===== src/rtl/reg_dump_reader.sv =====
// Sequential register-file dump engine: walks first..last (wrapping mod 2^ADDR_W)
// through a dedicated read port and streams each value on a valid/ready interface.
module reg_dump_reader #(
  parameter int unsigned ADDR_W = 5,
  parameter int unsigned DATA_W = 32
) (
  input  logic              clk_i,
  input  logic              rst_i,
  input  logic              start_i,
  input  logic [ADDR_W-1:0] first_addr_i,
  input  logic [ADDR_W-1:0] last_addr_i,
  input  logic              abort_i,
  output logic [ADDR_W-1:0] rd_addr_o,
  input  logic [DATA_W-1:0] rd_data_i,
  output logic              dump_valid_o,
  input  logic              dump_ready_i,
  output logic [ADDR_W-1:0] dump_addr_o,
  output logic [DATA_W-1:0] dump_data_o,
  output logic              busy_o,
  output logic              done_o
);

  typedef enum logic [1:0] {StIdle, StRead, StSend, StDone} state_e;

  state_e            state_q, state_d;
  logic [ADDR_W-1:0] cur_addr_q, cur_addr_d;
  logic [ADDR_W-1:0] last_q, last_d;
  logic [ADDR_W-1:0] dump_addr_q, dump_addr_d;
  logic [DATA_W-1:0] dump_data_q, dump_data_d;
  logic              valid_q, valid_d;
  logic              busy_q, busy_d;
  logic              done_q, done_d;

  // Next-state, address walk and snapshot capture; outputs decoded from next state
  // so every stream/status output comes straight from a flop.
  always_comb begin
    state_d     = state_q;
    cur_addr_d  = cur_addr_q;
    last_d      = last_q;
    dump_addr_d = dump_addr_q;
    dump_data_d = dump_data_q;

    unique case (state_q)
      StIdle: begin
        if (start_i) begin
          cur_addr_d = first_addr_i;
          last_d     = last_addr_i;
          state_d    = StRead;
        end
      end
      StRead: begin
        // Captured at the edge ending READ, so a same-edge write is not seen.
        dump_data_d = rd_data_i;
        dump_addr_d = cur_addr_q;
        state_d     = StSend;
      end
      StSend: begin
        if (dump_ready_i) begin
          if (cur_addr_q == last_q) begin
            state_d = StDone;
          end else begin
            cur_addr_d = cur_addr_q + ADDR_W'(1);
            state_d    = StRead;
          end
        end
      end
      StDone: begin
        state_d = StIdle;
      end
      default: begin
        state_d = StIdle;
      end
    endcase

    // Abort beats a same-cycle handshake: the word in flight is not counted.
    if (abort_i && (state_q != StIdle)) begin
      state_d    = StIdle;
      cur_addr_d = cur_addr_q;
    end

    valid_d = (state_d == StSend);
    busy_d  = (state_d != StIdle);
    done_d  = (state_d == StDone);
  end

  // State and datapath registers with asynchronous reset to an all-zero idle state.
  always_ff @(posedge clk_i or posedge rst_i) begin
    if (rst_i) begin
      state_q     <= StIdle;
      cur_addr_q  <= '0;
      last_q      <= '0;
      dump_addr_q <= '0;
      dump_data_q <= '0;
      valid_q     <= 1'b0;
      busy_q      <= 1'b0;
      done_q      <= 1'b0;
    end else begin
      state_q     <= state_d;
      cur_addr_q  <= cur_addr_d;
      last_q      <= last_d;
      dump_addr_q <= dump_addr_d;
      dump_data_q <= dump_data_d;
      valid_q     <= valid_d;
      busy_q      <= busy_d;
      done_q      <= done_d;
    end
  end

  assign rd_addr_o    = cur_addr_q;
  assign dump_valid_o = valid_q;
  assign dump_addr_o  = dump_addr_q;
  assign dump_data_o  = dump_data_q;
  assign busy_o       = busy_q;
  assign done_o       = done_q;

endmodule


===== config.mk =====
export PLATFORM = sky130hd
export DESIGN_NAME = reg_dump_reader
export DESIGN_NICKNAME = d
export VERILOG_FILES = /design/src/rtl/reg_dump_reader.sv
export SDC_FILE = /design/constraint.sdc
export NUM_CORES = 1
export LEC_CHECK = 0
export CAP_MARGIN = 20
export CORE_MARGIN = 8
export CORE_UTILIZATION = 42
export CTS_CLUSTER_DIAMETER = 60
export DETAILED_ROUTE_END_ITERATION = 7
export PLACE_DENSITY_LB_ADDON = 0.1
export SKIP_LAST_GASP = 1
export SLEW_MARGIN = 10
export SYNTH_ARGS = -nofsm -noshare
export SYNTH_HDL_FRONTEND = slang
export SYNTH_SLANG_ARGS = --single-unit

===== constraint.sdc =====
create_clock -name clk_i -period 1.8 [get_ports clk_i]
set_input_delay 0.45 -clock clk_i [delete_from_list [all_inputs] [get_ports clk_i]]
set_output_delay 0.45 -clock clk_i [all_outputs]
set_load 0.01 [all_outputs]

==> metrics.txt <==
# TYPE chip_impl_metric gauge
chip_impl_metric{name="use_met3",unit="%"} 7.335
chip_impl_info{name="yosysTopAreaCell",value="dfrtp_1"} 1
chip_impl_metric{name="ant_cells",unit=""} 0
chip_impl_metric{name="synth-compound-area-share",unit="%"} 7.939
chip_impl_metric{name="cap_viol_max_count",unit=""} 0
chip_impl_metric{name="cts.reportedPaths.clkPinSlew",unit="ns"} 0.09
chip_impl_metric{name="power_report.internal_total",unit="uW"} 3024
chip_impl_metric{name="tns",unit="ns"} 0
chip_impl_info{name="rsz_0062_raised_after_global_routing",value="no"} 1
chip_impl_metric{name="grt_start_max_net_pins",unit=""} 47
chip_impl_info{name="cp_top_family",value="buffers and inverters"} 1
chip_impl_metric{name="clk-insertion-delay-late",unit="ns"} 0.30
chip_impl_metric{name="timing.final.crit_share",unit="%"} 96.98
chip_impl_info{name="root_buffer",value="clkbuf_8"} 1
chip_impl_metric{name="synth_top_area_share",unit="%"} 58.56
chip_impl_metric{name="num_io_pins",unit=""} 92
chip_impl_metric{name="synth-xor-area-share",unit="%"} 1.971
chip_impl_metric{name="period_minus_slack",unit="ns"} 1.746
chip_impl_metric{name="route.detailed.drc",unit=""} 0
chip_impl_metric{name="hold_viol_final",unit=""} 0
chip_impl_info{name="crit_path_cell_trace",value="clkdlybuf4s50_1"} 1
chip_impl_metric{name="fp.dieW",unit="um"} 88.74
chip_impl_metric{name="initial_standard_cell_utilization_of_the_core",unit="%"} 43.51
chip_impl_metric{name="fin_skew",unit="ns"} 0.005280
chip_impl_metric{name="max_slew.worst_pin.slew",unit="ns"} 0.2899
chip_impl_info{name="yosys.cell_count.top_type",value="dfrtp_1"} 1
chip_impl_metric{name="wire_per_inst",unit="um"} 16.42
chip_impl_metric{name="total_global_routing_track_utilization",unit="%"} 14.52
chip_impl_metric{name="vias_per_cell",unit=""} 4.923
chip_impl_metric{name="synth-seq-area-share",unit="%"} 58.56
chip_impl_metric{name="comb_power_share",unit="%"} 44.5
chip_impl_info{name="setup.worst_path.end_class",value="primary output"} 1
chip_impl_metric{name="p_clk_share",unit="%"} 14.6
chip_impl_metric{name="seq_power_share",unit="%"} 40.9
chip_impl_metric{name="grt_pass1_wl",unit="mm"} 8.811
chip_impl_metric{name="numClockSinks",unit=""} 52
chip_impl_metric{name="gr-usage-met2",unit="%"} 22.44
chip_impl_metric{name="final_max_slew_viols",unit=""} 0
chip_impl_metric{name="cts-htree-levels",unit=""} 2
chip_impl_info{name="hp-class",value="in2async"} 1
chip_impl_info{name="largest_family_of_logic_cells_by_synthesized_area",value="multiplexers"} 1
chip_impl_metric{name="first_global_vias",unit=""} 1739
chip_impl_metric{name="delay_contributed_by_the_slowest_stage_of_the_critical_path",unit="ns"} 0.56
chip_impl_metric{name="crit_buf_inv",unit=""} 1
chip_impl_metric{name="cts.path.max_buffers",unit=""} 2
chip_impl_metric{name="grt_remaining_overflow",unit=""} 0
chip_impl_metric{name="hold_buffers",unit=""} 0
chip_impl_info{name="status",value="finished, final reports clean"} 1
chip_impl_metric{name="mappedNetlistNets",unit=""} 204
chip_impl_metric{name="nNetsFinal",unit=""} 317
chip_impl_metric{name="timing.critical_path.arrival",unit="ns"} 1.30
chip_impl_metric{name="crit_required",unit="ns"} 1.35
chip_impl_metric{name="layout-drive-gt1-share",unit="%"} 31.60
chip_impl_metric{name="core_area",unit="mm^2"} 0.005107
chip_impl_metric{name="die-height",unit="um"} 88.74
chip_impl_metric{name="fin_hold_ws",unit="ns"} 0.3678
chip_impl_metric{name="yosysWarnings",unit=""} 0
chip_impl_metric{name="synth-async-reset-ratio",unit="%"} 100.0
chip_impl_info{name="critPathSlowestCell",value="clkdlybuf4s50_1"} 1
chip_impl_metric{name="rows",unit=""} 26
chip_impl_metric{name="die_area",unit="mm^2"} 0.007874
chip_impl_metric{name="reg2reg_depth",unit=""} 5
chip_impl_metric{name="place.gp.congestion",unit=""} 0.8137
chip_impl_metric{name="fmax",unit="GHz"} 0.5729
chip_impl_metric{name="dp_hpwl",unit="mm"} 4.146
chip_impl_metric{name="initial_antenna_violation_count",unit=""} 0
chip_impl_info{name="crit_type",value="reg2out"} 1
chip_impl_metric{name="power_density",unit="mW/mm^2"} 1262
chip_impl_metric{name="setup_viol",unit=""} 0
chip_impl_metric{name="postSynthRegisterBits",unit=""} 52
chip_impl_metric{name="synthesis.area_per_instance",unit="um^2"} 14.24
chip_impl_info{name="gr-max-usage-layer",value="met2"} 1
chip_impl_metric{name="ys_types",unit=""} 32
chip_impl_metric{name="drt.antenna.violating_nets",unit=""} 0
chip_impl_metric{name="area_growth_syn_to_layout",unit="%"} 55.24
chip_impl_metric{name="synth_adder_area_share",unit="%"} 0.5631
chip_impl_metric{name="postLayoutCellArea",unit="mm^2"} 0.003450
chip_impl_metric{name="leakagePower",unit="uW"} 0.001406
chip_impl_info{name="setup.worst_path.start_class",value="flip-flop"} 1
chip_impl_metric{name="synthMuxAreaShare",unit="%"} 22.47
chip_impl_metric{name="maxSlewHeadroom",unit="%"} 80.42
chip_impl_metric{name="worst-path-stages",unit=""} 1
chip_impl_metric{name="synth.cell_area",unit="mm^2"} 0.002222
chip_impl_metric{name="routed_wirelength",unit="mm"} 5.566
chip_impl_metric{name="synth-edff-count",unit=""} 0
chip_impl_metric{name="cts_inserted_buffers",unit=""} 5
chip_impl_info{name="synth.top_cells.by_count",value="dfrtp_1, mux2_2, nor2_1, xnor2_1"} 1
chip_impl_metric{name="synth-simple-area-share",unit="%"} 6.250
chip_impl_metric{name="grtUsageMet1",unit="%"} 17.41
chip_impl_info{name="synth_ff_type",value="dfrtp_1"} 1
chip_impl_metric{name="maximum_vdd_drop",unit="mV"} 0.7171
chip_impl_metric{name="detailed_place.area",unit="mm^2"} 0.003303
chip_impl_metric{name="postSynthCellCount",unit=""} 156
chip_impl_metric{name="cp_max_fo",unit=""} 5
chip_impl_metric{name="detail_route.iter0.violations",unit=""} 50
chip_impl_metric{name="dr.pass1.iters",unit=""} 4
chip_impl_info{name="clock_tree_from_tritoncts",value="done"} 1
chip_impl_metric{name="power.switching",unit="uW"} 1328
chip_impl_info{name="yosys-top-cells-area",value="dfrtp_1, mux2_2, xnor2_1"} 1
chip_impl_metric{name="sw_frac_of_total",unit="%"} 30.52
chip_impl_metric{name="total_via_count_after_detailed_routing",unit=""} 1669
chip_impl_metric{name="buffer_ports.inserted",unit=""} 91
==> routing by layer <==
metal	vias to the layer above	wire length, um
li1	779	-
met1	828	2272
met2	58	2677
met3	4	583
met4	0	33
met5	-	0
==> cells in the final DEF (no fill, tap or decap), types with 3 or more instances in the layout <==
cell	netlist	routed
clkbuf_8	0	5
nor2b_1	3	3
o21ai_0	4	4
mux2_2	43	43
dfrtp_1	52	48
nor2_1	5	5
nand3_1	3	3
clkdlybuf4s50_1	0	91
o22ai_1	3	3
nand2_1	3	3
xnor2_1	5	5
buf_4	0	19
a22oi_1	3	3
dfrtp_2	0	4
==> cell type report <==
cell class / instances / area [um^2]
Clock buffer: 5 / 68.82
Clock inverter: 2 / 12.51
Fill cell: 392 / 1658
Inverter: 2 / 7.507
Multi-Input combinational cell: 96 / 873.3
Sequential cell: 52 / 1306
Tap cell: 70 / 87.58
Timing Repair Buffer: 112 / 1094
==> sequential cells by signal, summed over array words and instances (netlist names) <==
register / count
last_q: 5
busy_o: 1
state_q: 2
dump_valid_o: 1
dump_addr_o: 5
done_o: 1
dump_data_o: 32
rd_addr_o: 5
==> what timing repair did <==
action,CTS,global route
gates resized for setup,4,0
endpoints found under the setup margin,4,3
gates cloned,0,0
buffers inserted,0,8
==> through the flow <==
stage	std cells	power, uW	util [%]	worst slack [ns]
finish	339	4352	67.54	0.05439
global route	339	4615	67.54	0.01537
floorplan	156	2615	-	0.09212
global placement	324	3627	64.67	-0.1055
CTS	331	4313	66.36	-0.005354
detailed placement	324	3652	64.67	-0.1082
==> power by group through the flow <==
stage | Combinational (uW) | Sequential, uW | Clock [uW]
finish | 1940 | 1780 | 634
CTS | 1850 | 1800 | 668
detailed placement | 1840 | 1810 | 0
global placement | 1830 | 1800 | 0
floorplan | 672 | 1940 | 0
global route | 2080 | 1830 | 703
==> final timing paths <==
path | startpoint | to | slack (ns)
min in group clk_i | dump_data_o[4] | dump_data_o[4] | 0.51
max reg2reg | rd_addr_o[2] | rd_addr_o[1] | 0.19
max | rd_addr_o[4] | rd_addr_o[4] | 0.05
max in group asynchronous | rst_i | rd_addr_o[0] | 0.94
min | rst_i | dump_data_o[27] | 0.37
min reg2reg | dump_data_o[4] | dump_data_o[4] | 0.51
==> cell families (layout without fill, tap and decap cells) <==
group	Yosys count	count (layout)
compound gates	22	22
xor+xnor	5	5
buf+inv	8	121
flops	52	52
fa+ha+maj	1	1
simple gates	24	24
mux	44	44
==> worst register-to-register path, stage by stage, from the launching register on <==
cell and delay [ns]:
dfrtp_2 0.46, buf_4 0.16, xnor2_1 0.16, nand3_2 0.18, o21a_4 0.27, mux2_4 0.28
Power figures use the tool's default switching activity.
